$ cat src/rtl/cla_pipe_adder.sv
// cla_pipe_adder: pipelined carry-lookahead adder/subtractor.
// The operand is split into GROUP-bit lookahead groups and one group is resolved
// per pipeline stage; the group carry is registered between stages.
// Upper operand groups wait in skew registers until their stage comes up.
// Streaming valid/ready interface: the whole pipe advances together or holds.
// Optional feature macro: CLA_PIPE_SAT_EN (clamp out_sum to the signed limit on overflow).
module cla_pipe_adder #(
  parameter int WIDTH = 16,
  parameter int GROUP = 4
) (
  input  logic             clk,
  input  logic             rst_n,
  input  logic             in_valid,
  output logic             in_ready,
  input  logic [WIDTH-1:0] in_a,
  input  logic [WIDTH-1:0] in_b,
  input  logic             cin,
  input  logic             sub,
  output logic             out_valid,
  input  logic             out_ready,
  output logic [WIDTH-1:0] out_sum,
  output logic             out_cout,
  output logic             out_ovf
);

  localparam int STAGES = WIDTH / GROUP;

  generate
    if ((WIDTH % GROUP) != 0 || GROUP < 1) begin : g_bad_cfg
      $error("cla_pipe_adder: WIDTH must be a positive multiple of GROUP");
    end
  endgenerate

  // Group lookahead: every carry is a flat sum of products of g/p and the group
  // carry-in, so no carry ripples through the group.
  function automatic logic [GROUP:0] cla_carries(input logic [GROUP-1:0] p,
                                                 input logic [GROUP-1:0] g,
                                                 input logic             c0);
    logic [GROUP:0] c;
    logic           pr;
    c    = '0;
    c[0] = c0;
    for (int i = 0; i < GROUP; i++) begin
      c[i+1] = g[i];
      pr     = p[i];
      for (int j = i - 1; j >= 0; j--) begin
        c[i+1] = c[i+1] | (pr & g[j]);
        pr     = pr & p[j];
      end
      c[i+1] = c[i+1] | (pr & c0);
    end
    return c;
  endfunction

`ifdef CLA_PIPE_SAT_EN
  // On overflow the wrapped MSB is the inverse of the true sign, so a wrapped
  // negative value means the true result was above the positive limit.
  function automatic logic [WIDTH-1:0] sat_clamp(input logic [WIDTH-1:0] s,
                                                 input logic             ovf);
    logic [WIDTH-1:0] lim;
    lim = s[WIDTH-1] ? {1'b0, {(WIDTH-1){1'b1}}} : {1'b1, {(WIDTH-1){1'b0}}};
    return ovf ? lim : s;
  endfunction
`endif

  logic             adv;

  logic             vld_p [STAGES];
  logic [WIDTH-1:0] a_p   [STAGES];
  logic [WIDTH-1:0] b_p   [STAGES];
  logic             c_p   [STAGES];
  logic [WIDTH-1:0] s_p   [STAGES];

  logic [GROUP-1:0] gp     [STAGES];
  logic [GROUP-1:0] gg     [STAGES];
  logic [GROUP:0]   gc     [STAGES];
  logic [GROUP-1:0] gs     [STAGES];
  logic [WIDTH-1:0] s_next [STAGES];

  logic [WIDTH-1:0] fin_sum;
  logic             fin_cout;
  logic             fin_ovf;

  assign adv      = !out_valid | out_ready;
  assign in_ready = adv;

  // Per-stage group resolution: stage k works on group k of the skewed operands.
  always_comb begin
    for (int k = 0; k < STAGES; k++) begin
      gp[k]     = a_p[k][k*GROUP +: GROUP] ^ b_p[k][k*GROUP +: GROUP];
      gg[k]     = a_p[k][k*GROUP +: GROUP] & b_p[k][k*GROUP +: GROUP];
      gc[k]     = cla_carries(gp[k], gg[k], c_p[k]);
      gs[k]     = gp[k] ^ gc[k][GROUP-1:0];
      s_next[k] = s_p[k];
      s_next[k][k*GROUP +: GROUP] = gs[k];
    end
  end

  assign fin_cout = gc[STAGES-1][GROUP];
  assign fin_ovf  = gc[STAGES-1][GROUP] ^ gc[STAGES-1][GROUP-1];
`ifdef CLA_PIPE_SAT_EN
  assign fin_sum  = sat_clamp(s_next[STAGES-1], fin_ovf);
`else
  assign fin_sum  = s_next[STAGES-1];
`endif

  // Valid chain: bubbles advance like real slots, everything holds when !adv.
  always_ff @(posedge clk or negedge rst_n) begin
    if (!rst_n) begin
      for (int k = 0; k < STAGES; k++) vld_p[k] <= 1'b0;
      out_valid <= 1'b0;
    end else if (adv) begin
      vld_p[0] <= in_valid;
      for (int k = 1; k < STAGES; k++) vld_p[k] <= vld_p[k-1];
      out_valid <= vld_p[STAGES-1];
    end
  end

  // Datapath: capture operands (B inverted for subtract), then shift partial
  // sums, skewed operands and the group carry one stage per advance.
  always_ff @(posedge clk or negedge rst_n) begin
    if (!rst_n) begin
      for (int k = 0; k < STAGES; k++) begin
        a_p[k] <= '0;
        b_p[k] <= '0;
        c_p[k] <= 1'b0;
        s_p[k] <= '0;
      end
      out_sum  <= '0;
      out_cout <= 1'b0;
      out_ovf  <= 1'b0;
    end else if (adv) begin
      // stage 0: operand capture
      a_p[0] <= in_a;
      b_p[0] <= sub ? ~in_b : in_b;
      c_p[0] <= sub | cin;
      s_p[0] <= '0;
      // stages 1..STAGES-1: group carry crosses the boundary here
      for (int k = 1; k < STAGES; k++) begin
        a_p[k] <= a_p[k-1];
        b_p[k] <= b_p[k-1];
        c_p[k] <= gc[k-1][GROUP];
        s_p[k] <= s_next[k-1];
      end
      // output stage
      out_sum  <= fin_sum;
      out_cout <= fin_cout;
      out_ovf  <= fin_ovf;
    end
  end

endmodule

$ cat config.mk
export PLATFORM = sky130hd
export DESIGN_NAME = cla_pipe_adder
export DESIGN_NICKNAME = d
export VERILOG_FILES = /design/src/rtl/cla_pipe_adder.sv
export SDC_FILE = /design/constraint.sdc
export NUM_CORES = 1
export LEC_CHECK = 0
export CAP_MARGIN = 25
export CORE_ASPECT_RATIO = 1.2
export CORE_MARGIN = 2
export CORE_UTILIZATION = 56
export DETAILED_ROUTE_END_ITERATION = 10
export HOLD_SLACK_MARGIN = 0.03
export PLACE_DENSITY_LB_ADDON = 0.1
export SLEW_MARGIN = 40
export SYNTH_ARGS = -nofsm -noshare
export SYNTH_HDL_FRONTEND = slang
export SYNTH_SLANG_ARGS = --single-unit
$ cat constraint.sdc
create_clock -name clk -period 2.05 [get_ports clk]
set_input_delay 0.41 -clock clk [delete_from_list [all_inputs] [get_ports clk]]
set_output_delay 0.41 -clock clk [all_outputs]
set_load 0.05 [all_outputs]
==> results of run 1 <==
-- cells in the final DEF, fill, tap and decap left out, drive strengths merged --
master / count
a211oi: 8
a21o: 4
a21oi: 13
buf: 11
bufinv: 3
clkbuf: 22
clkdlybuf4s50: 55
clkinv: 4
clkinvlp: 3
dfrtp: 131
dlygate4sd3: 1
fa: 4
ha: 16
inv: 6
mux2i: 1
nand2: 302
nand2b: 1
nor2: 10
nor2b: 1
o21ai: 39
o21bai: 4
xnor2: 22
xor2: 2
-- timing repair --
action | CTS | global route
buffers inserted | 0 | 0
endpoints found under the hold margin | 30 | 0
hold buffers | 1 | 0
-- final cells by class --
type,instances,share of cell area
clock buffer,22,0.0707
clock inverter,9,0.0186
inverter,7,0.00402
multi-input combinational,427,0.305
sequential,131,0.478
tap,123,0.0225
timing repair buffer,67,0.101
-- per-layer routing --
metal  global-route usage  up-vias  wire [um]
li1                     -     1990          -
met1                0.272     1900       4510
met2                0.364       72       5460
met3               0.0399       14        319
met4               0.0850        0        170
met5                    0        -          0
-- through the flow --
step / setup slack, ps / cell area [um^2] / utilization / power, W
global route: 29.6 / 6850 / 0.716 / 0.0125
floorplan: 399 / 5550 / - / 0.00739
finish: 76.2 / 6850 / 0.716 / 0.0117
global placement: 262 / 6230 / 0.651 / 0.00843
detailed placement: 245 / 6230 / 0.651 / 0.00865
CTS: 57.5 / 6850 / 0.716 / 0.0118
-- worst register-to-register path: cells and delay by family (launching register included) --
kind                     cells  cell delay [ps]
flip-flops                   1              410
AO/OA/AOI/OAI                3              540
adder cells (fa/ha/maj)      1              360
multiplexers                 1              190
-- flip-flops by register name, summed over array words and instances, names as in the netlist --
name,flops
a_p,40
b_p,40
out_sum,16
fin_sum,12
s_next,12
c_p,4
vld_p,4
out_cout,1
out_ovf,1
out_valid,1
-- final timing paths --
kind,to,startpoint,slack [ps]
worst min register to register,a_p[58]$_DFFE_PN0P_,a_p[58]$_DFFE_PN0P_,460
worst max-delay path,out_sum[7],out_sum[7]$_DFFE_PN0P_,80
worst min-delay path,a_p[58]$_DFFE_PN0P_,a_p[58]$_DFFE_PN0P_,460
min in group asynchronous,out_sum[6]$_DFFE_PN0P_,rst_n,500
worst max register to register,out_ovf$_DFFE_PN0P_,a_p[13]$_DFFE_PN0P_,430
max in group asynchronous,b_p[50]$_DFFE_PN0P_,rst_n,960
-- cell families after synthesis --
group,synth area share
AOI/OAI and AO/OA,0.0712
xor gates and xnor gates,0.0379
adders and majority gates,0.0505
buffers and inverters,0.0338
DFF,0.590
muxes,0.00180
and+or+nand+nor,0.215
-- power by group through the flow --
stage | clock network, W | logic (W) | registers [W]
2_1_floorplan | 0 | 0.00248 | 0.00492
6_report | 0.00307 | 0.00418 | 0.00441
5_1_grt | 0.00323 | 0.00469 | 0.00456
4_1_cts | 0.00311 | 0.00424 | 0.00443
3_5_place_dp | 0 | 0.00419 | 0.00446
3_3_place_gp | 0 | 0.00402 | 0.00441
==> impl_results.md, run 1 <==
- Status: complete, no violations
- Worst path cell trace: clkdlybuf4s50_1
- First-pass GRT wire length: 17.8 mm
- Worst path arrival time: around 1600 ps
- Final period util: 0.963
- Starting density of the core: 0.581
- Max-Cap Viols: 0
- Vias in the first global route: 3929
- Post-DP HPWL: slightly below 7 mm
- FILL cells: around 740
- Crit Path Category: flip-flop to output pin
- Die W: 94.9 um
- Site row count: 39
- Synth unique cells: 25
- GP Congestion: 0.775
- H-tree Lvls: 4
- Gate power share: 0.358
- Mapped Nets: ~650
- DRC viols: 0
- Power Dens Cells: 1700 mW/mm^2
- Ys flop type: dfrtp_1
- Fmax: 0.507 GHz
- CTS tree: yes
- RSZ-0062 raised after global routing: no
- WP data required: 1640 ps
- # port buffers: 57
- Worst rel slew slack: 0.670
- Initial antenna violation count: 0
- Placed Instances: 754
- Count of clock tree sinks: 131
- Crit Path Max Fanout: 2
- Endpoint class of the critical path: output pin
- Yosys top cell area share: 0.590
- Cell Area, Synth: about 0.0056 mm^2
- Top cells by count, synth: nand2_1 (302), dfrtp_1 (131), o21ai_0 (36)
- Reg power frac: 0.378
- Global Route Usage Sum: 0.215
- Cell count after synthesis: about 600
- Synth top area cells: dfrtp_1 (59%), nand2_1 (20%), ha_1 (3.6%), xnor2_1 (3.5%), o21ai_0 (3.2%)
- DRT antenna net count: 0
- CP top delay family: buffers and inverters
- Int Pwr: 0.00740 W
- Worst-Margin Slew: between 400 and 500 ps
- Vias per inst: approximately 5.1
- Slowest Stage Delay on Critical Path: approximately 800 ps
- Die area: around 0.011 mm^2
- Total gr overflow: 0
- Leak pwr: 3.39 nW
- DR vias: 3976
- Ratio of cells with drive above 1 in the final layout: 0.0709
- Worst-skew pair later-pin latency: 410 ps
- Startpoint Class: flip-flop
- NumNets Final: 709
- NetSw: between 0.004 and 0.005 W
- #FFs+latches synth: 131
- Final Max Slew Viols: 0
- Final setup fails: 0
- Resize count post-CTS: 0
- Switching share of power: 0.365
- Synth area leader: dfrtp_1
- Initial DRC Count: between 200 and 250
- DR pass1 iterations: 4
- Multi-input logic area: 0.00209 mm^2
- Seq/Total Area, Yosys: 0.590
- Reg clk slew, reported paths: approximately 60 ps
- Core region area: ~0.0096 mm^2
- Synth-to-layout area growth: 23.4%
- Top Ports: 58
- Post-Syn Area per Cell: 9.33 um^2
- Most numerous cell in the Yosys netlist: nand2_1
- YS warnings: 0
- Worst Hold Class: flip-flop to flip-flop
- Post-layout min period: 1970 ps
- Worst hold margin: between 400 and 500 ps
- Asr flop ratio synth: 1.00
- Reg2Reg Depth: 5
- Final hold violation count: 0
- Ant. Diodes: 0
- Clock Path Buffers: 2
- Post-synth EDFFs: 0
- CP max stage cell: clkdlybuf4s50_1
- Post-Layout Cell Count: 786
- Routed WL per cell: 13.3 um
- VDD IR-drop max: 712 uV
- Cts bufs inserted: 17
- Worst Skew: between 8 and 9 ps
- Register area: ~0.0033 mm^2
- CTS root buf: clkbuf_16
- Cells on Worst Hold Path: 2
- Final setup TNS: 0 ps
- Clock share of power: 0.263
- Crit path buf inv count: 1
- Total wire length: 10.5 mm
- Die Span Y: 113 um
- Stages on the worst setup path: 1
- Largest net degree at the start of global routing: 121
No activity file was read; power rests on OpenSTA's default activity.
==> inputs of run 2 (changes only) <==
Settings changed: CAP_MARGIN 25 to 20, PLACE_DENSITY set to 0.79, PLACE_DENSITY_LB_ADDON 0.1 to not set.
==> impl_results.md, run 2 (synthesized netlist as in run 1, its figures left out) <==
- Status: complete, no violations
- Initial DRC Count: 274
- Total gr overflow: 0
- FILL cells: 723
- Reg clk slew, reported paths: 50 ps
- Final hold violation count: 0
- Die W: 94.9 um
- CTS root buf: clkbuf_16
- # port buffers: between 50 and 60
- Reg2reg end: c_p[1]$_DFFE_PN0P_
- Most common cell after layout, fill and taps aside: nand2_1
- Worst path arrival time: 1560 ps
- Largest net degree at the start of global routing: 140
- Starting density of the core: 0.581
- Most frequent cells in the layout: nand2_1 (302), dfrtp_1 (131), clkdlybuf4s50_1 (55)
- Stages on the worst setup path: 1
- Resize count post-CTS: 0
- Routed WL per cell: 12.8 um
- CP max stage cell: clkdlybuf4s50_1
- Startpoint Class: flip-flop
- Endpoint class of the critical path: output pin
- FF-to-FF setup slack: 420 ps
- Worst Hold Class: flip-flop to flip-flop
- Crit Path Category: flip-flop to output pin
- GP Congestion: just over 0.8
- Core region area: 0.00956 mm^2
- Vias in the first global route: 4035
- Count of clock tree sinks: 131
- Ant. Diodes: 0
- Final Util: 0.711
- Worst r2r src: a_p[36]$_DFFE_PN0P_
- Die Span Y: 113 um
- Worst-skew pair later-pin latency: 410 ps
- Worst-Margin Slew: 545 ps
- Final setup TNS: 0 ps
- WP data required: roughly 1600 ps
- Post-layout min period: 1970 ps
- Vias per inst: 5.08
- Leak pwr: 3.37 nW
- CTS tree: yes
- Post-DP HPWL: 6.48 mm
- Cts bufs inserted: 17
- DR vias: 3982
- First-pass GRT wire length: between 15 and 20 mm
- Top Ports: 58
- Die area: between 0.01 and 0.015 mm^2
- Max-Cap Viols: 0
- Slowest Stage Delay on Critical Path: 800 ps
- Synth-to-layout area growth: 22.5%
- CP top delay family: buffers and inverters
- Fmax: 0.508 GHz
- NumNets Final: around 700
- DRT antenna net count: 0
- VDD IR-drop max: 745 uV
- Crit path to: out_sum[5]
- Initial antenna violation count: 0
- Final period util: 0.960
- Power Dens Cells: 1670 mW/mm^2
- RSZ-0062 raised after global routing: no
- Total wire length: 10.0 mm
- Worst rel slew slack: 0.637
- Crit path launch: out_sum[5]$_DFFE_PN0P_
- Final setup fails: 0
- Final Max Slew Viols: 0
- Global Route Usage Sum: 0.214
- Worst Skew: 3.92 ps
- DRC viols: 0
- Crit Path Max Fanout: 2
- Clock Path Buffers: 2
- Largest regs: a_p x40, b_p x40, out_sum x16
- Worst path cell trace: clkdlybuf4s50_1
- Reg2Reg Depth: 5
- Crit path buf inv count: 1
- H-tree Lvls: 4
- Ratio of cells with drive above 1 in the final layout: 0.0651
- DR pass1 iterations: 4
- Site row count: 39
run 2: cell types whose count changed in the layout (fill, tap and decap cells not counted), sizes merged:
| cell | delta |
|---|---|
| clkbuf | +3 |
| clkinvlp | -3 |
| bufinv | -2 |
| buf | -1 |
| clkinv | +1 |
run 2: through the flow:
stage	hold WS, ps	setup WS (ps)	area (um^2)	power (W)	instances
global route	483	32.3	6800	0.0122	784
finish	461	82.2	6800	0.0114	784
detailed placement	400	134	6230	0.00859	753
floorplan	114	399	5550	0.00739	595
global placement	393	147	6230	0.00836	753
CTS	463	64.6	6800	0.0115	784
run 2: layout make-up:
type	count	area, um^2	share of cell area
multi-input combinational	427	2090	0.307
inverter	7	27.5	0.00405
timing repair buffer	66	698	0.103
tap	123	154	0.0226
sequential	131	3280	0.482
clock buffer	25	505	0.0743
clock inverter	5	50.0	0.00736
run 2: worst min path at each step:
stage,slack (ps),cells after the start,from,end
after floorplan,110,0,rst_n,a_p[12]$_DFFE_PN0P_
after global placement,390,1,rst_n,a_p[57]$_DFFE_PN0P_
after detailed placement,400,1,rst_n,b_p[59]$_DFFE_PN0P_
after CTS,460,1,vld_p[0]$_DFFE_PN0P_,out_valid$_DFFE_PN0P_
after global routing,480,2,s_next[16]$_DFFE_PN0P_,s_next[16]$_DFFE_PN0P_
final,460,1,vld_p[0]$_DFFE_PN0P_,out_valid$_DFFE_PN0P_
run 2: report_power, final:
group	switching [W]	internal, W	total, W
clock	0.000997	0.00180	0.00280
sequential	0.000684	0.00375	0.00443
combinational	0.00253	0.00162	0.00414
run 2: what timing repair did:
action,CTS,global route
endpoints found under the hold margin,30,0
setup endpoints to repair,0,0
hold buffers,1,0
setup buffers,0,0
run 2: routing by layer:
layer / share of wire / global-route usage / wire [um] / vias to the layer above
met5: 0 / 0 / 0 / -
met4: 0.024 / 0.0976 / 243 / 0
met3: 0.038 / 0.0506 / 382 / 22
met1: 0.42 / 0.272 / 4250 / 1876
met2: 0.51 / 0.349 / 5170 / 92
li1: - / - / - / 1992
==> inputs of run 3 (changes only) <==
Settings changed: GPL_TIMING_DRIVEN set to 1.
==> results of run 3 <==
No change in the layout: final DEF, timing and power equal those of run 2.
==> patch 1: new RTL, flow settings as in run 1 <==
Reset style: synchronous (`rst_n`), changed in 2 clocked blocks.
--- a/src/rtl/cla_pipe_adder.sv
+++ b/src/rtl/cla_pipe_adder.sv
@@ -105,7 +105,7 @@
 `endif
 
   // Valid chain: bubbles advance like real slots, everything holds when !adv.
-  always_ff @(posedge clk or negedge rst_n) begin
+  always_ff @(posedge clk) begin
     if (!rst_n) begin
       for (int k = 0; k < STAGES; k++) vld_p[k] <= 1'b0;
       out_valid <= 1'b0;
@@ -118,7 +118,7 @@
 
   // Datapath: capture operands (B inverted for subtract), then shift partial
   // sums, skewed operands and the group carry one stage per advance.
-  always_ff @(posedge clk or negedge rst_n) begin
+  always_ff @(posedge clk) begin
     if (!rst_n) begin
       for (int k = 0; k < STAGES; k++) begin
         a_p[k] <= '0;
Check against the original RTL: differs if rst_n is asserted again (counterexample within 10 cycles, from zero or initial values and one cycle with rst_n low); with rst_n held inactive, the same outputs for 10 cycles.
==> patch 1 against run 1 <==
  * Cell area up 0.95%
  * Routed wire length is 7.9% lower
  * Setup slack lost 0.022 ns
  * Synthesized area about the same
  * Sequential cell count stayed put
  * Clock skew increased by 0.0014 ns
  * Critical path type unchanged
Power is not compared: it rests on default switching activity, and its combinational part moved more than twofold at a synthesized area within 25%.
==> patch 1: results (changes against run 1) <==
Final layout
  – Layout cells sized above 1: 0.0956 (+0.0247)
  – Largest regs: a_p (40), b_p (40), s_p (24)
  – Nets: 548 (-23%)

Outcome
  – Status: finished, final reports clean

Worst setup path
  – Crit path from: out_sum[12]
  – FF-to-FF setup slack: 0.31 ns (-0.12 ns)
  – Worst path max stage delay: 0.82 ns (+0.02 ns)
  – Crit path DAT: 1.59 ns (+0.03 ns)
  – Reg2reg end: s_p[1][3]

Synthesis
  – Mux cell area share after synthesis: 0.00450 (+0.00270)
  – Synth area leaders: edfxtp_1 57%, dfxtp_1 9.0%, and3_1 8.7%
  – Post-Synth Adder-Cell Area: 0.0505 (about the same)
  – Yosys top cell area share: 0.573 (-0.0174)
  – Post-synth EDFFs: 106 (+106)
  – Xor/xnor share of the synthesized area: 0.0363 (-0.00159)
  – Distinct cells, synth: 38 (+52%)
  – Register area share after synthesis: 0.663 (+0.0727)
  – Syn nets: 484 (-26%)

Timing
  – Hold slack: 0.429 ns (-0.0346 ns)
  – Worst Skew: 0.00964 ns (+0.00144 ns)
  – Max-Slew Margin vs Limit: 0.660 (-0.00994)

Global routing
  – GRT Total Usage: 0.196 (-0.0187)
  – Largest net degree at the start of global routing: 48 (-60%)

Detailed routing
  – Starting DRC count in detailed routing: 185 (-22%)
  – Routed wl met3: 383 um (+20%)
  – Vias: 3371 (-15%)

Worst hold path
  – Worst Hold Class: input port to flop
  – Hold Path End: out_valid

Placement
  – Pre-CTS setup slack: 0.157 ns (-0.0884 ns)
==> patch 1: cell count changes after synthesis, sizes merged, moves of 25 or more <==
cell,before,now
dfrtp,131,0
nand2,302,41
o21ai,39,8
edfxtp,0,106
dfxtp,0,25
and3,0,77
==> patch 1: cells by family (layout without fill, tap and decap cells) <==
logic type | count (synthesis) | count (layout)
and+or+nand+nor | 160 | 160
DFF | 131 | 131
AOI/OAI and AO/OA | 47 | 47
buffers and inverters | 43 | 119
xor gates and xnor gates | 23 | 23
adders and majority gates | 20 | 20
muxes | 2 | 2
==> patch 1: how the worst max path moves through the flow <==
stage	end	slack [ns]
after floorplan	a_p[0][0]	0.03
after global placement	out_cout	0.16
after detailed placement	s_p[2][6]	0.16
after CTS	out_sum[12]	0.04
after global routing	out_sum[15]	0.03
final	out_sum[12]	0.05
==> patch 1: per-stage QoR <==
stage | area [um2] | std cells | total power [uW]
after floorplan | 5570 | 426 | 3350
after global placement | 6380 | 594 | 3520
after detailed placement | 6380 | 594 | 3530
after CTS | 6920 | 625 | 6280
after global routing | 6920 | 625 | 6430
final | 6920 | 625 | 6230
==> patch 1: layer usage <==
| metal | global-route usage | vias to the layer above |
|---|---|---|
| li1 | - | 1660 |
| met1 | 0.230 | 1611 |
| met2 | 0.335 | 87 |
| met3 | 0.0573 | 13 |
| met4 | 0.0812 | 0 |
| met5 | 0 | - |
==> patch 1: area by class of cell <==
| type | count | area [um2] |
|---|---|---|
| sequential | 131 | 3680 |
| fill | 657 | 2700 |
| multi-input combinational | 252 | 1680 |
| timing repair buffer | 75 | 811 |
| clock buffer | 23 | 448 |
| tap | 123 | 154 |
| clock inverter | 8 | 86.3 |
| inverter | 13 | 48.8 |
==> patch 1: report_power, final <==
part | leakage, uW | internal [uW] | switching [uW]
Combinational | 0.00127 | 211 | 207
Sequential | 0.00147 | 3020 | 44.0
Clock | 0.000261 | 1760 | 994
==> patch 2: new RTL, settings of run 1 <==
Without the edit above. The option `CLA_PIPE_SAT_EN` is turned on by a define.
--- a/src/rtl/cla_pipe_adder.sv
+++ b/src/rtl/cla_pipe_adder.sv
@@ -4,6 +4,8 @@
 // Upper operand groups wait in skew registers until their stage comes up.
 // Streaming valid/ready interface: the whole pipe advances together or holds.
 // Optional feature macro: CLA_PIPE_SAT_EN (clamp out_sum to the signed limit on overflow).
+`define CLA_PIPE_SAT_EN
+
 module cla_pipe_adder #(
   parameter int WIDTH = 16,
   parameter int GROUP = 4
Function: changed (a bounded check fails within 10 cycles, from zero or initial values and one cycle with rst_n low).
==> patch 2 against run 1 <==
  * Fmax shrank 0.86%
  * Synthesized area up 0.88%
  * Sequential share of layout area shrank 0.38 points
  * Clock skew decreased by 0.0030 ns
  * Hold slack is essentially flat
  * Setup slack worse by 0.017 ns
  * Utilization is 1.6 points lower
  * Via count rose by 0.40%
  * Non-clock buffer count increased by 6
  * Routed wire length decreased by 3.9%
  * First-iteration DRC count grew 16%
  * Cell area rose by 0.80%
  * Total power is 2.1% higher
  * Sequential cell count unchanged
  * Largest cell class unchanged
==> patch 2: results (changes against run 1) <==
Clocking
  – Root buffer cell: clkbuf_16
  – Clock latency on the worst-skew pair: 0.40 ns
  – Max Buffers Root-to-Sink: 2 (unchanged)
  – H-tree Lvls: 4 (unchanged)
  – Worst-path clk slew: 0.05 ns
  – TritonCTS buffer count: 17 (unchanged)
  – Clock sink count: 131 (unchanged)

Power
  – Peak supply drop: 0.771 mV (+8.3%)
  – Comb group: 4840 uW (+16%)
  – Power in the clock group: 2630 uW (-14%)
  – Switching share of total power: 0.379 (+0.0139)
  – Static Leak: 0.00340 uW (+0.54%)

Detailed routing
  – Top sig layer: met4
  – Total wire length: 10100 um (-3.9%)
  – Vias per cell: 4.96 (-2.0%)
  – Wl on met1: 4510 um (-0.20%)
  – Met2 WL: 5040 um (-7.7%)
  – Starting DRC count in detailed routing: 276 (+16%)
  – Routed wl met3: 373 um (+17%)
  – TritonRoute pass-1 iters: 4 (unchanged)

Worst hold path
  – Min-delay src: b_p[31]
  – Hold path cells: 2 (unchanged)
  – Hold Path End: b_p[31]

Worst setup path
  – Slowest library cell on the worst path: clkdlybuf4s50_1
  – RR Startpoint: a_p[14]
  – R2R depth: 7 (+2)
  – Worst-path fanout max: 2 (unchanged)
  – Crit path from: out_ovf
  – FF-to-FF setup slack: 0.06 ns (-0.37 ns)
  – Crit path DAT: 1.58 ns (+0.02 ns)
  – Reg2reg end: out_sum[12]

Final layout
  – # diodes: 0 (unchanged)
  – Fillers: 761 (+2.7%)
  – Layout cells sized above 1: 0.0736 (+0.00275)
  – Nets: 726 (+2.4%)

Synthesis
  – Ys flop type: dfrtp_1
  – Register area share after synthesis: 0.585 (-0.00514)
  – Syn nets: 666 (+2.0%)
  – Distinct cells, synth: 29 (+16%)
  – Asr flop ratio synth: 1.00 (unchanged)
  – Synth cell count leaders: 284 x nand2_1, 131 x dfrtp_1, 31 x a21oi_1
  – Synth area leaders: dfrtp_1 59%, nand2_1 19%, xnor2_1 4.1%
  – Synth Warn #: 0 (unchanged)

Global routing
  – GR Layer Usage met2: 0.340 (-0.0237)
  – Global routing usage on met3: 0.0575 (+0.0175)
  – First-pass GRT wire length: 17500 um (-1.6%)
  – Initial antenna violation count: 0 (unchanged)
  – GR met1 Demand/Resource: 0.269 (-0.00347)
  – Vias in the first global route: 3899 (-0.76%)
  – GRT Total Usage: 0.209 (-0.00557)
  – Largest net degree at the start of global routing: 119 (-1.7%)

Timing
  – Worst Skew: 0.00516 ns (-0.00305 ns)
  – Actual transition at the worst max-transition pin: 0.560 ns (+0.0660 ns)
  – Hold slack: 0.463 ns (-0.000458 ns)
  – Slew Viols, Final: 0 (unchanged)

Placement
  – Buffers on Ports: 57 (unchanged)
  – GPL Wtd Cong: 0.756 (-2.5%)
  – Post-DP Area: 6320 um2 (+1.4%)
  – Hpwl dp: 6510 um (-4.3%)

Outcome
  – Status: finished, final reports clean
-- patch 2: what timing repair did --
item                                    CTS  global route
resized for setup                         1             2
hold buffers                              1             0
setup buffers                             1             1
gates cloned                              0             0
endpoints found under the setup margin   16            14
pin swaps                                 0             1
hold endpoints to repair                 39             0
-- patch 2: through the flow --
step                      total power, uW  cells  setup WS [ns]
after floorplan                      7820    608         0.0638
after global placement               8860    772         0.0431
after detailed placement             9100    772        -0.0307
after CTS                           11900    804         0.0163
after global routing                12800    805        0.00844
final                               11900    805         0.0590
-- patch 2: how the worst max path moves through the flow --
stage	endpoint	slack, ns	cells past startpoint
after floorplan	in_ready	0.06	5
after global placement	out_sum[9]	0.04	5
after detailed placement	out_sum[2]	-0.03	6
after CTS	out_sum[12]	0.02	8
after global routing	out_sum[2]	0.008	7
final	out_ovf	0.06	1
-- patch 2: tightest hold or removal path, cell delays in order, from the launching register on --
cell	delay, ns
dfrtp_1	0.33
nand2_1	0.05
nand2_1	0.05
-- patch 2: kinds of logic after synthesis --
| group | count (synthesis) | synth area share |
|---|---|---|
| buffers and inverters | 41 | 0.0333 |
| AOI/OAI and AO/OA | 72 | 0.0737 |
| adders and majority gates | 20 | 0.0500 |
| DFF | 131 | 0.585 |
| xor gates and xnor gates | 27 | 0.0422 |
| and+or+nand+nor | 317 | 0.216 |
-- patch 2: layout make-up --
class | instances | area (um2) | share of cell area
Tap cell | 126 | 158 | 0.0228
Clock buffer | 25 | 495 | 0.0717
Inverter | 9 | 35.0 | 0.00507
Timing Repair Buffer | 73 | 751 | 0.109
Multi-Input combinational cell | 436 | 2160 | 0.313
Sequential cell | 131 | 3280 | 0.475
Clock inverter | 5 | 27.5 | 0.00399
